## src/rtl/instruction_fetch_if.sv

```systemverilog
// rtl/instruction_fetch_if.sv - instruction-memory request/ack bus between fetch and memory
interface instruction_fetch_if;
  logic        imem_req;
  logic [31:0] imem_addr;
  logic        imem_ack;
  logic [31:0] imem_rdata;

  modport master (
    output imem_req,
    output imem_addr,
    input  imem_ack,
    input  imem_rdata
  );

  modport slave (
    input  imem_req,
    input  imem_addr,
    output imem_ack,
    output imem_rdata
  );
endinterface

```

## src/rtl/instruction_fetch.sv

```systemverilog
// rtl/instruction_fetch.sv - single-outstanding fetch stage with skid buffer, IF/ID register
// and delay-slot-preserving redirect (pending / squash) handling.
module instruction_fetch #(
  parameter logic [31:0] RESET_PC = 32'h0040_0000
) (
  input  logic                       clk,
  input  logic                       rst_n,
  input  logic                       stall,
  input  logic                       jump_branch,
  input  logic                       jump_target,
  input  logic                       jump_reg,
  input  logic [31:0]                b_addr,
  input  logic [31:0]                jr_pc,
  instruction_fetch_if.master        imem,
  output logic [31:0]                pc_id,
  output logic [31:0]                instr_id,
  output logic                       valid_id
);

  typedef enum logic [1:0] {IDLE, WAIT, FULL} state_t;

  state_t      state, state_next;
  logic [31:0] fetch_pc, fetch_pc_next;
  logic [31:0] skid_pc, skid_instr;
  logic [31:0] redirect_target, target_next;
  logic        redirect_pending, pending_next;
  logic        squash, squash_next;
  logic        id_from_mem, id_from_skid, id_bubble, skid_load;

  logic [31:0] pc_plus4, pc_plus8, raw_target, new_target;
  logic        resolve, slot_unfetched, slot_fetched;

  assign pc_plus4 = pc_id + 32'd4;
  assign pc_plus8 = pc_id + 32'd8;
  assign resolve  = valid_id & (jump_reg | jump_target | jump_branch) & ~stall;

  always_comb begin
    raw_target = b_addr;
    if (jump_reg)
      raw_target = jr_pc;
    else if (jump_target)
      raw_target = {pc_plus4[31:28], instr_id[25:0], 2'b00};
  end

  assign new_target = {raw_target[31:2], 2'b00};

  // Where the delay slot stands decides how the redirect is applied.
  assign slot_unfetched = resolve & (fetch_pc == pc_plus4);
  assign slot_fetched   = resolve & (fetch_pc == pc_plus8);

  always_comb begin
    state_next    = state;
    fetch_pc_next = fetch_pc;
    target_next   = resolve ? new_target : redirect_target;
    pending_next  = redirect_pending;
    squash_next   = squash;
    id_from_mem   = 1'b0;
    id_from_skid  = 1'b0;
    id_bubble     = 1'b0;
    skid_load     = 1'b0;

    case (state)
      IDLE: begin
        state_next = WAIT;
        id_bubble  = ~stall;
      end
      WAIT: begin
        if (imem.imem_ack) begin
          if (squash | slot_fetched) begin
            fetch_pc_next = target_next;
            squash_next   = 1'b0;
            id_bubble     = ~stall;
          end else begin
            fetch_pc_next = (redirect_pending | slot_unfetched) ? target_next
                                                                : fetch_pc + 32'd4;
            pending_next  = 1'b0;
            if (stall) begin
              skid_load  = 1'b1;
              state_next = FULL;
            end else begin
              id_from_mem = 1'b1;
            end
          end
        end else begin
          id_bubble = ~stall;
          if (slot_unfetched) pending_next = 1'b1;
          if (slot_fetched)   squash_next  = 1'b1;
        end
      end
      FULL: begin
        if (!stall) begin
          id_from_skid = 1'b1;
          state_next   = WAIT;
          if (slot_fetched)   fetch_pc_next = new_target;
          if (slot_unfetched) pending_next  = 1'b1;
        end
      end
      default: state_next = IDLE;
    endcase
  end

  always_ff @(posedge clk or negedge rst_n) begin
    if (!rst_n) begin
      state            <= IDLE;
      fetch_pc         <= RESET_PC;
      pc_id            <= RESET_PC;
      instr_id         <= 32'h0;
      valid_id         <= 1'b0;
      skid_pc          <= 32'h0;
      skid_instr       <= 32'h0;
      redirect_target  <= 32'h0;
      redirect_pending <= 1'b0;
      squash           <= 1'b0;
    end else begin
      state            <= state_next;
      fetch_pc         <= fetch_pc_next;
      redirect_target  <= target_next;
      redirect_pending <= pending_next;
      squash           <= squash_next;
      if (skid_load) begin
        skid_pc    <= fetch_pc;
        skid_instr <= imem.imem_rdata;
      end
      // A bubble leaves pc_id alone so decode still sees the last real PC.
      if (id_from_mem) begin
        pc_id    <= fetch_pc;
        instr_id <= imem.imem_rdata;
        valid_id <= 1'b1;
      end else if (id_from_skid) begin
        pc_id    <= skid_pc;
        instr_id <= skid_instr;
        valid_id <= 1'b1;
      end else if (id_bubble) begin
        instr_id <= 32'h0;
        valid_id <= 1'b0;
      end
    end
  end

  assign imem.imem_req  = (state == WAIT);
  assign imem.imem_addr = {fetch_pc[31:2], 2'b00};

endmodule

```

## src/flat_wrapper.sv

```systemverilog
// flat-port wrapper written by rule: the top's interface ports become plain ports
module instruction_fetch_flat 
#(
  parameter logic [31:0] RESET_PC = 32'h0040_0000
)
  (clk, rst_n, stall, jump_branch, jump_target, jump_reg, b_addr, jr_pc, pc_id, instr_id, valid_id, imem_imem_req, imem_imem_addr, imem_imem_ack, imem_imem_rdata);
  instruction_fetch_if imem_i ();
  input  logic clk;
  input  logic rst_n;
  input  logic stall;
  input  logic jump_branch;
  input  logic jump_target;
  input  logic jump_reg;
  input  logic [31:0] b_addr;
  input  logic [31:0] jr_pc;
  output logic [31:0] pc_id;
  output logic [31:0] instr_id;
  output logic valid_id;
  output wire logic [$bits(imem_i.imem_req)-1:0] imem_imem_req;
  output wire logic [$bits(imem_i.imem_addr)-1:0] imem_imem_addr;
  input wire logic [$bits(imem_i.imem_ack)-1:0] imem_imem_ack;
  input wire logic [$bits(imem_i.imem_rdata)-1:0] imem_imem_rdata;
  assign imem_imem_req = imem_i.imem_req;
  assign imem_imem_addr = imem_i.imem_addr;
  assign imem_i.imem_ack = imem_imem_ack;
  assign imem_i.imem_rdata = imem_imem_rdata;
  instruction_fetch #(.RESET_PC(RESET_PC)) u_core (.clk(clk), .rst_n(rst_n), .stall(stall), .jump_branch(jump_branch), .jump_target(jump_target), .jump_reg(jump_reg), .b_addr(b_addr), .jr_pc(jr_pc), .imem(imem_i), .pc_id(pc_id), .instr_id(instr_id), .valid_id(valid_id));
endmodule
```

## config.mk

```make
export PLATFORM = sky130hd
export DESIGN_NAME = instruction_fetch_flat
export DESIGN_NICKNAME = d
export VERILOG_FILES = /design/src/rtl/instruction_fetch_if.sv /design/src/rtl/instruction_fetch.sv /design/src/flat_wrapper.sv
export SDC_FILE = /design/constraint.sdc
export NUM_CORES = 1
export LEC_CHECK = 0
export BUFFER_PORTS_ARGS = -buffer_cell sky130_fd_sc_hd__buf_2
export CORE_ASPECT_RATIO = 1.5
export CORE_UTILIZATION = 25
export CTS_BUF_LIST = sky130_fd_sc_hd__clkbuf_8
export DETAILED_ROUTE_END_ITERATION = 7
export HOLD_SLACK_MARGIN = 0.12
export PLACE_DENSITY = 0.5
export SYNTH_ARGS = -nofsm -noshare
export SYNTH_HDL_FRONTEND = slang
export SYNTH_SLANG_ARGS = --single-unit
```

## constraint.sdc

```tcl
create_clock -name clk -period 3.5 [get_ports clk]
set_input_delay 0.35 -clock clk [delete_from_list [all_inputs] [get_ports clk]]
set_output_delay 0.35 -clock clk [all_outputs]
set_load 0.02 [all_outputs]
```

# ---- Word level (Yosys, flattened, before mapping)
# Cells that the tools add are included.
dict set report totals {
  regBits 197
  in_bits 103
  out_inout_bits 98
  word_cells 84
}
dict set report op_classes {
  add_sub_neg 3
  eq_ne 11
  n_mux 42
  bitwise 9
  n_reduce_logical 9
}
# op count
set op_table {}
lappend op_table {{32-bit two-way mux} 13}
lappend op_table {{32-bit by 3-bit adder with 32-bit output, second input constant} 2}
lappend op_table {{32-bit == test} 2}
lappend op_table {{32-bit one-hot mux with 2 select lines} 1}
lappend op_table {{32-bit by 4-bit adder with 32-bit output, second input constant} 1}
lappend op_table {{1-bit two-way mux} 21}
lappend op_table {{2-bit two-way mux} 4}
lappend op_table {{4-bit AND reduction} 2}
lappend op_table {{2-bit by 1-bit inequality test with 1-bit output, second input constant} 3}
lappend op_table {{2-bit inequality test, second input constant} 3}
lappend op_table {{2-bit one-hot mux with 3 select lines} 1}
lappend op_table {{3-bit AND reduction} 2}
lappend op_table {{2-bit nonzero test} 3}
lappend op_table {{1-bit AND} 4}
lappend op_table {{1-bit OR} 4}
lappend op_table {{1-bit one-hot mux with 2 select lines} 2}
lappend op_table {{3-bit inequality test, second input constant} 1}
lappend op_table {{3-bit nonzero test} 1}
lappend op_table {{2-bit by 1-bit == test with 1-bit output, second input constant} 1}
lappend op_table {{2-bit == test, second input constant} 1}
lappend op_table {{2-bit logical NOT} 1}
lappend op_table {{1-bit NOT} 1}

# ---- Logic depth before layout (Yosys ltp)
# Gate-level depths: netlist of run 1.
dict set report logic_depth {
  word_depth 12
  mapped_depth 13
  ltp_nobuf 10
}

# ---- Worst setup path before layout of run 1
# No wires, ideal clock.
dict set report synth_timing {
  path_kind {flip-flop to flip-flop}
  start {reg u_core.pc_id[3]}
  end {reg u_core.fetch_pc[9]}
  setup_ps 126
  arrival_time_ps 3491
  t_required_ps 3374
  slack_ps -117
  path_stages_with_launch 12
  path_buffers 1
  synth_period_minus_slack_ps 3617
  path_cell_list {dfrtp_1 > ha_1 > nand3_2 > or3_1 > or3_1 > a21oi_1 > nand4_1 > o41ai_4 > nor3_2 > buf_2 > mux2_1 > a221o_1}
}
dict set report synth_between {
  elab_chain_cells 8
  word_cells_on_any_way 14
  cone_classes {add/sub: 2; eq/ne: 3; mux: 4; bitwise: 4; reduce/logical: 1}
}
# element line_no
set synth_rtl {}
lappend synth_rtl {{start: declaration} instruction_fetch.sv:15} ;# output logic [31:0] pc_id,
lappend synth_rtl {{start signal: assignment} instruction_fetch.sv:126} ;# pc_id <= fetch_pc;
lappend synth_rtl {{start signal: assignment} instruction_fetch.sv:130} ;# pc_id <= skid_pc;
lappend synth_rtl {{32-bit by 3-bit adder with 32-bit output} instruction_fetch.sv:33} ;# assign pc_plus4 = pc_id + 32'd4;
lappend synth_rtl {{32-bit == test} instruction_fetch.sv:48} ;# assign slot_unfetched = resolve & (fetch_pc == pc_plus4);
lappend synth_rtl {{1-bit AND} instruction_fetch.sv:48}
lappend synth_rtl {{1-bit OR} instruction_fetch.sv:74} ;# fetch_pc_next = (redirect_pending | slot_unfetched) ? target_next
lappend synth_rtl {{32-bit two-way mux} instruction_fetch.sv:74}
lappend synth_rtl {{32-bit two-way mux} instruction_fetch.sv:69} ;# if (squash | slot_fetched) begin
lappend synth_rtl {{32-bit two-way mux} instruction_fetch.sv:68} ;# if (imem.imem_ack) begin
lappend synth_rtl {{32-bit one-hot mux with 2 select lines} instruction_fetch.sv:62} ;# case (state)
lappend synth_rtl {{end signal: assignment} instruction_fetch.sv:116} ;# fetch_pc <= fetch_pc_next;
lappend synth_rtl {{end: declaration} instruction_fetch.sv:23} ;# logic [31:0] fetch_pc, fetch_pc_next;
# Several ways; a longest one is shown, not always the timed one. The select of a mux whose other input is x is not followed.
# A chain may end at the register's enable or synchronous reset.

# ---- Worst setup path after layout of run 1
dict set report layout_timing {
  start {reg u_core.pc_id[18]}
  end {reg u_core.fetch_pc[16]}
}
# Same word-level chain as after synthesis.

==> results of run 1 <==
## per-stage QoR
stage | instances | util
final | 2110 | 0.346
after detailed placement | 2010 | 0.311
after CTS | 2100 | 0.339
after global placement | 2010 | 0.311
after floorplan | 1182 | -
after global routing | 2110 | 0.346
## report_power, final
| part | internal [mW] | leakage (nW) | switching (mW) | total [mW] |
|---|---|---|---|---|
| combinational | 2.83 | 4.90 | 3.36 | 6.19 |
| clock | 0.545 | 0.192 | 0.924 | 1.47 |
| sequential | 3.03 | 2.51 | 0.651 | 3.68 |
## layer usage
| layer | vias to the layer above | routed length (µm) | share of wire | track usage |
|---|---|---|---|---|
| met4 | 0 | 1460 | 0.035 | 0.0638 |
| met3 | 51 | 1240 | 0.030 | 0.0240 |
| met2 | 221 | 22200 | 0.53 | 0.333 |
| met5 | - | 0 | 0 | 0 |
| li1 | 4907 | - | - | - |
| met1 | 5077 | 17000 | 0.41 | 0.210 |
## registers in the layout, indices dropped and copies added (netlist names)
name                     flops
u_core.skid_instr           32
u_core.redirect_target      32
u_core.instr_id             32
u_core.pc_id                32
u_core.state                 2
u_core.redirect_pending      1
u_core.squash                1
u_core.valid_id              1
u_core.skid_pc              32
u_core.fetch_pc             32
## cell type report
| cell class | instances | area (µm²) | share of cell area |
|---|---|---|---|
| clock buffer | 18 | 248 | 0.0156 |
| clock inverter | 14 | 144 | 0.00908 |
| inverter | 15 | 56.3 | 0.00355 |
| sequential | 197 | 4950 | 0.312 |
| multi-input combinational | 834 | 6470 | 0.409 |
| antenna | 1 | 2.50 | 0.000158 |
| tap | 588 | 736 | 0.0464 |
| timing repair buffer | 443 | 3240 | 0.204 |
## cells in the mapped netlist (8+ instances only)
| cell | instances |
|---|---|
| mux2_2 | 68 |
| a21oi_1 | 58 |
| nor4_1 | 29 |
| and3_1 | 15 |
| nand4_1 | 17 |
| xor2_1 | 37 |
| nand3_1 | 24 |
| clkbuf_1 | 69 |
| nor2_1 | 82 |
| o21ai_0 | 38 |
| inv_1 | 15 |
| mux2_1 | 18 |
| nand2_1 | 74 |
| nor2b_1 | 22 |
| a21o_1 | 29 |
| a221o_1 | 42 |
| buf_2 | 23 |
| mux2i_1 | 41 |
| a22o_1 | 28 |
| buf_1 | 10 |
| buf_4 | 34 |
| nor3_1 | 51 |
| o31ai_1 | 8 |
| dfrtp_1 | 195 |
| xnor2_1 | 54 |
| or3_1 | 9 |
## cell families (layout without fill, tap and decap cells)
family | count (synthesis) | after routing | synth area share
other | 1 | 3 | 0.000324
buffers and inverters | 151 | 490 | 0.0624
multiplexers | 127 | 127 | 0.119
adder cells (fa/ha/maj) | 3 | 3 | 0.00324
AO/OA/AOI/OAI | 256 | 256 | 0.161
XOR/XNOR | 91 | 91 | 0.0688
AND/OR/NAND/NOR | 355 | 355 | 0.160
flip-flops | 197 | 197 | 0.426
## worst paths after layout
check,startpoint,end,slack [ns],cells after the start
setup / recovery,u_core.pc_id[18],u_core.fetch_pc[16],-0.007,15
setup reg to reg,u_core.pc_id[18],u_core.fetch_pc[16],-0.007,15
hold / removal,stall,u_core.state[1],0.21,4
max in group asynchronous,rst_n,u_core.redirect_target[3],2.18,3
min in group asynchronous,rst_n,u_core.skid_instr[4],0.43,2
hold reg to reg,u_core.redirect_target[20],u_core.redirect_target[20],0.47,2
## timing repair
item                                   CTS  global route
gates resized for setup                 72            48
endpoints found under the hold margin  130             0
gates cloned                             2             2
pin swaps                               19            16
hold buffers                            34             0
setup endpoints to repair              161           140
setup buffers                           24             9
## worst reg2reg max path, cell delays in order, from the launching register on
cell and delay (ns):
dfrtp_1 0.55, nand4_1 0.20, buf_4 0.20, nor3_4 0.11, buf_4 0.14, buf_4 0.10
nand2_1 0.08, xnor2_2 0.29, nand4_1 0.28, o41ai_4 0.36, buf_6 0.17, nor3_4 0.05
buf_6 0.12, buf_12 0.13, mux2_1 0.31, a221o_1 0.30
==> run_results.csv, run 1 <==
group,metric,value,unit
run_status,status,"finished, violations left",
run_status,violations,"setup timing",
synthesis,synth-edff-count,0,
drt,wirelength,41900,µm
drt,drc,0,
synthesis,synth_cells,1181,
sta,finalSetupTns,-0.0103,ns
sta,skew,0.0245,ns
sta,holdWs,0.213,ns
setup_path,cp_num_buf_inv,6,
sta,slew_headroom,0.467,
placed_design,gp_congestion,0.868,
placed_design,port_buffers,194,
synthesis,ys_seq_elements,197,
global_routing,antenna_found_initial,1,
sta,setup_viol,2,
die,io_pins,201,
placed_design,place_ws,-0.394,ns
sta,fin_crit_sh,1.00,
clock_network,htree_num_levels,4,
drt,drt_iter0_drc,391,
pwr,p_total,11.3,mW
setup_path,timing.critical_path.mode_cell,"buf_4",
synthesis,synth_area_leaders,"dfrtp_1 42%, mux2_2 6.6%, xnor2_1 4.1%, a221o_1 3.6%, mux2i_1 3.5%",
clock_network,cts.sinks,197,
sta,max_freq,0.285,GHz
drt,vias_per_cell,4.86,
setup_path,cp.arrival,3.89,ns
clock_network,cts_made_buffers,17,
sta,drv_slew,0,
placed_design,place.detailed.hpwl,31900,µm
pwr,p_leak,7.60,nW
layout,fillers,4688,
setup_path,crit_slowest_cell,"dfrtp_1",
sta,worst_slack,-0.00663,ns
synthesis,synth_warnings,0,
drt,dr.pass1.iters,5,
die,die_h,266,µm
die,die_w,178,µm
global_routing,grt_pass1_vias,10600,
setup_path,cpPeakStageDelay,0.55,ns
pwr,p_per_area,716,mW/mm²
layout,drive_gt1_frac,0.396,
global_routing,grt_first_pass_wirelength,64200,µm
setup_path,critical_path.top_delay_family,"buffers and inverters",
global_routing,grt_overflow,0,
layout,syn_to_final_growth,36.8,%
global_routing,grt_max_degree,82,
setup_path,cp_max_fo,10,
job,maxCapViolations,0,
die,dieArea,0.0472,mm²
placed_design,placed_area,0.0142,mm²
synthesis,async_flop_share,1.00,
clock_network,cts_buffer_depth,2,
die,core_area,0.0458,mm²
drt,ant_nets,0,
setup_path,crit_type,"reg -> reg",
sta,fin_crit,3.51,ns
die,std_cell_rows,96,
drt,wire_per_inst,19.9,µm
synthesis,netlist_area,0.0116,mm²
drt,routed-via-count,10300,
setup_path,cp.required,3.88,ns
synthesis,synth_cell_types,67,
setup_path,endpoint_kind,"flip-flop",
synthesis,synth.top_cell.area_share,0.421,
layout,final_cell_mix,"193 x buf_2, 184 x dfrtp_1, 178 x buf_4",
setup_path,start_kind,"flip-flop",
clock_network,root_buffer,"clkbuf_8",
die,start_util,0.253,
setup_path,crit_chain,"nand4_1 > buf_4 > nor3_4 > buf_4 > buf_4 > nand2_1 > xnor2_2 > nand4_1 > o41ai_4 > buf_6 > nor3_4 > buf_6 > buf_12 > mux2_1 > a221o_1",
layout,fin_area,0.0158,mm²
layout,final_common_cell,"buf_2",
layout,finalNetCount,1614,
min_path,hold_class,"in -> reg",
synthesis,avgSynthCellArea,9.81,µm²
sta,finalHoldViolCount,0,
sta,rsz0062_at_grt,"yes",
clock_network,clk_pin_slew_worst_paths,0.11,ns
synthesis,yosys_most_used_dff,"dfrtp_1",
clock_network,clk_latency,0.51,ns
synthesis,yosysTopAreaCell,"dfrtp_1",
synthesis,synth-seq-area-share,0.426,
global_routing,grt_usage,0.181,
sta,tightest_slew,0.798,ns
pwr,ir_drop,0.235,mV
clock_network,cts_tree,"built",
(Power assumes the default switching activity.)
==> inputs of run 2 (changes only) <==
==> constraint.sdc (replaced) <==
create_clock -name clk -period 3.5 [get_ports clk]
set_input_delay 0.175 -clock clk [delete_from_list [all_inputs] [get_ports clk]]
set_output_delay 0.175 -clock clk [all_outputs]
set_load 0.02 [all_outputs]
==> run_results.csv, run 2 (synthesis results as in run 1) <==
group,metric,value,unit
run_status,status,"finished, violations left",
run_status,violations,"setup timing",
sta,fin_crit,3.53,ns
global_routing,grt_first_pass_wirelength,63400,µm
pwr,p_leak,7.97,nW
setup_path,cp.required,3.89,ns
clock_network,root_buffer,"clkbuf_8",
layout,post-route-util,0.358,
setup_path,rr_startpoint,"u_core.pc_id[11]",
setup_path,cp_max_fo,7,
drt,ant_nets,0,
pwr,power_frac_comb,0.543,
drt,wirelength,43000,µm
pwr,p_per_area,704,mW/mm²
job,maxCapViolations,0,
sta,slew_headroom,0.456,
clock_network,cts_tree,"built",
clock_network,clk_pin_slew_worst_paths,0.12,ns
min_path,hold_class,"in -> reg",
clock_network,htree_num_levels,4,
pwr,clock_power_share,0.131,
layout,final_cell_mix,"193 x buf_2, 184 x dfrtp_1, 172 x buf_4",
sta,max_freq,0.284,GHz
die,dieArea,0.0472,mm²
setup_path,start_kind,"flip-flop",
global_routing,grt_pass1_vias,10700,
setup_path,cp.arrival,3.92,ns
die,die_h,266,µm
die,std_cell_rows,96,
setup_path,rr_worst_depth,15,
setup_path,cpPeakStageDelay,0.64,ns
setup_path,crit_type,"reg -> reg",
pwr,swShare,0.428,
sta,rsz0062_at_grt,"yes",
drt,dr.pass1.iters,5,
sta,finalHoldViolCount,0,
sta,worst_slack,-0.0272,ns
layout,finalNetCount,1641,
placed_design,port_buffers,194,
drt,drt_iter0_drc,474,
pwr,seq_power_share,0.326,
sta,tightest_slew,0.815,ns
sta,fin_crit_sh,1.01,
sta,setup_viol,16,
placed_design,post-place-cells,2016,
layout,final_common_cell,"buf_2",
die,io_pins,201,
global_routing,grt_overflow,0,
drt,drc,0,
setup_path,startpoint,"u_core.pc_id[11]",
drt,wire_per_inst,20.1,µm
die,start_util,0.253,
global_routing,antenna_found_initial,1,
drt,routed-via-count,10400,
sta,drv_slew,0,
die,core_area,0.0458,mm²
placed_design,gp_congestion,0.907,
pwr,ir_drop,0.271,mV
setup_path,crit_slowest_cell,"nor3_4",
setup_path,rr_endpoint,"u_core.pc_id[19]",
clock_network,clk_latency,0.50,ns
setup_path,crit_chain,"buf_4 > and4_4 > a31oi_1 > a2111oi_2 > buf_4 > nor4_1 > nand4_1 > buf_6 > o41ai_4 > buf_6 > buf_12 > nor3_4 > nor2_4 > clkbuf_16 > a21o_1",
placed_design,place.detailed.hpwl,31700,µm
clock_network,cts_made_buffers,17,
layout,fillers,4619,
sta,skew,0.0272,ns
setup_path,r2r_slack,-0.03,ns
global_routing,grtUsageMet2,0.326,
global_routing,grt_max_degree,94,
layout,final_cells,2137,
sta,finalSetupTns,-0.163,ns
setup_path,endpoint_kind,"flip-flop",
global_routing,gr-max-usage-layer,"met2",
die,die_w,178,µm
layout,syn_to_final_growth,41.5,%
global_routing,grt_usage,0.177,
pwr,p_total,11.5,mW
global_routing,grt_use_met1,0.205,
layout,drive_gt1_frac,0.385,
clock_network,cts.sinks,197,
clock_network,cts_buffer_depth,2,
global_routing,grt.met3_usage,0.0230,
pwr,p_int,6.60,mW
pwr,p_switching,4.94,mW
setup_path,critPathCapture,"u_core.pc_id[19]",
drt,vias_per_cell,4.88,
sta,holdWs,0.157,ns
## run 2: worst min-delay path by stage
stage,from,endpoint,slack (ns),cells past startpoint
2_1_floorplan,rst_n,u_core.fetch_pc[0],-0.12,0
3_3_place_gp,rst_n,u_core.skid_instr[6],0.31,1
3_5_place_dp,rst_n,u_core.instr_id[6],0.32,1
4_1_cts,jr_pc[6],u_core.redirect_target[6],0.12,3
5_1_grt,jr_pc[6],u_core.redirect_target[6],0.21,3
6_report,jr_pc[11],u_core.redirect_target[11],0.16,3
## run 2: final cells by class
type | count | area [µm²] | area share
flip-flops and latches | 197 | 4950 | 0.302
clock inverters | 15 | 178 | 0.0108
clock buffers | 17 | 234 | 0.0143
diodes | 1 | 2.50 | 0.000153
multi-input cells | 834 | 6600 | 0.402
well taps | 588 | 736 | 0.0449
repair buffers | 470 | 3650 | 0.223
inverters | 15 | 56.3 | 0.00343
## run 2: stage by stage
stage               setup slack [ns]  area (µm²)
finish                       -0.0272       16400
floorplan                   0.000973       11600
CTS                          -0.0157       15500
detailed placement            -0.269       14300
global route                  -0.151       16400
global placement              -0.229       14300
## run 2: what timing repair did
item / CTS / global route
hold buffers: 62 / 0
hold endpoints to repair: 187 / 0
cloned: 1 / 10
buffers inserted: 6 / 11
pin swaps: 3 / 41
resized for setup: 27 / 150
endpoints found under the setup margin: 159 / 160
## run 2: critical path, delay by kind of cell, from the launching register on
kind	cells	cell delay [ns]
simple gates	5	1.19
buf+inv	6	0.96
compound gates	4	0.83
flops	1	0.43
## run 2: power groups by stage
stage | sequential, mW | combinational, mW | clock [mW]
CTS | 3.70 | 5.82 | 1.58
detailed placement | 3.74 | 5.62 | 0
finish | 3.76 | 6.26 | 1.51
global route | 3.87 | 6.78 | 1.65
global placement | 3.72 | 5.59 | 0
floorplan | 3.76 | 3.29 | 0
## run 2: per-layer routing
| metal | wire length (µm) | share of wire |
|---|---|---|
| met1 | 17300 | 0.40 |
| met2 | 22800 | 0.53 |
| met3 | 1110 | 0.026 |
| met4 | 1800 | 0.042 |
| met5 | 0 | 0 |
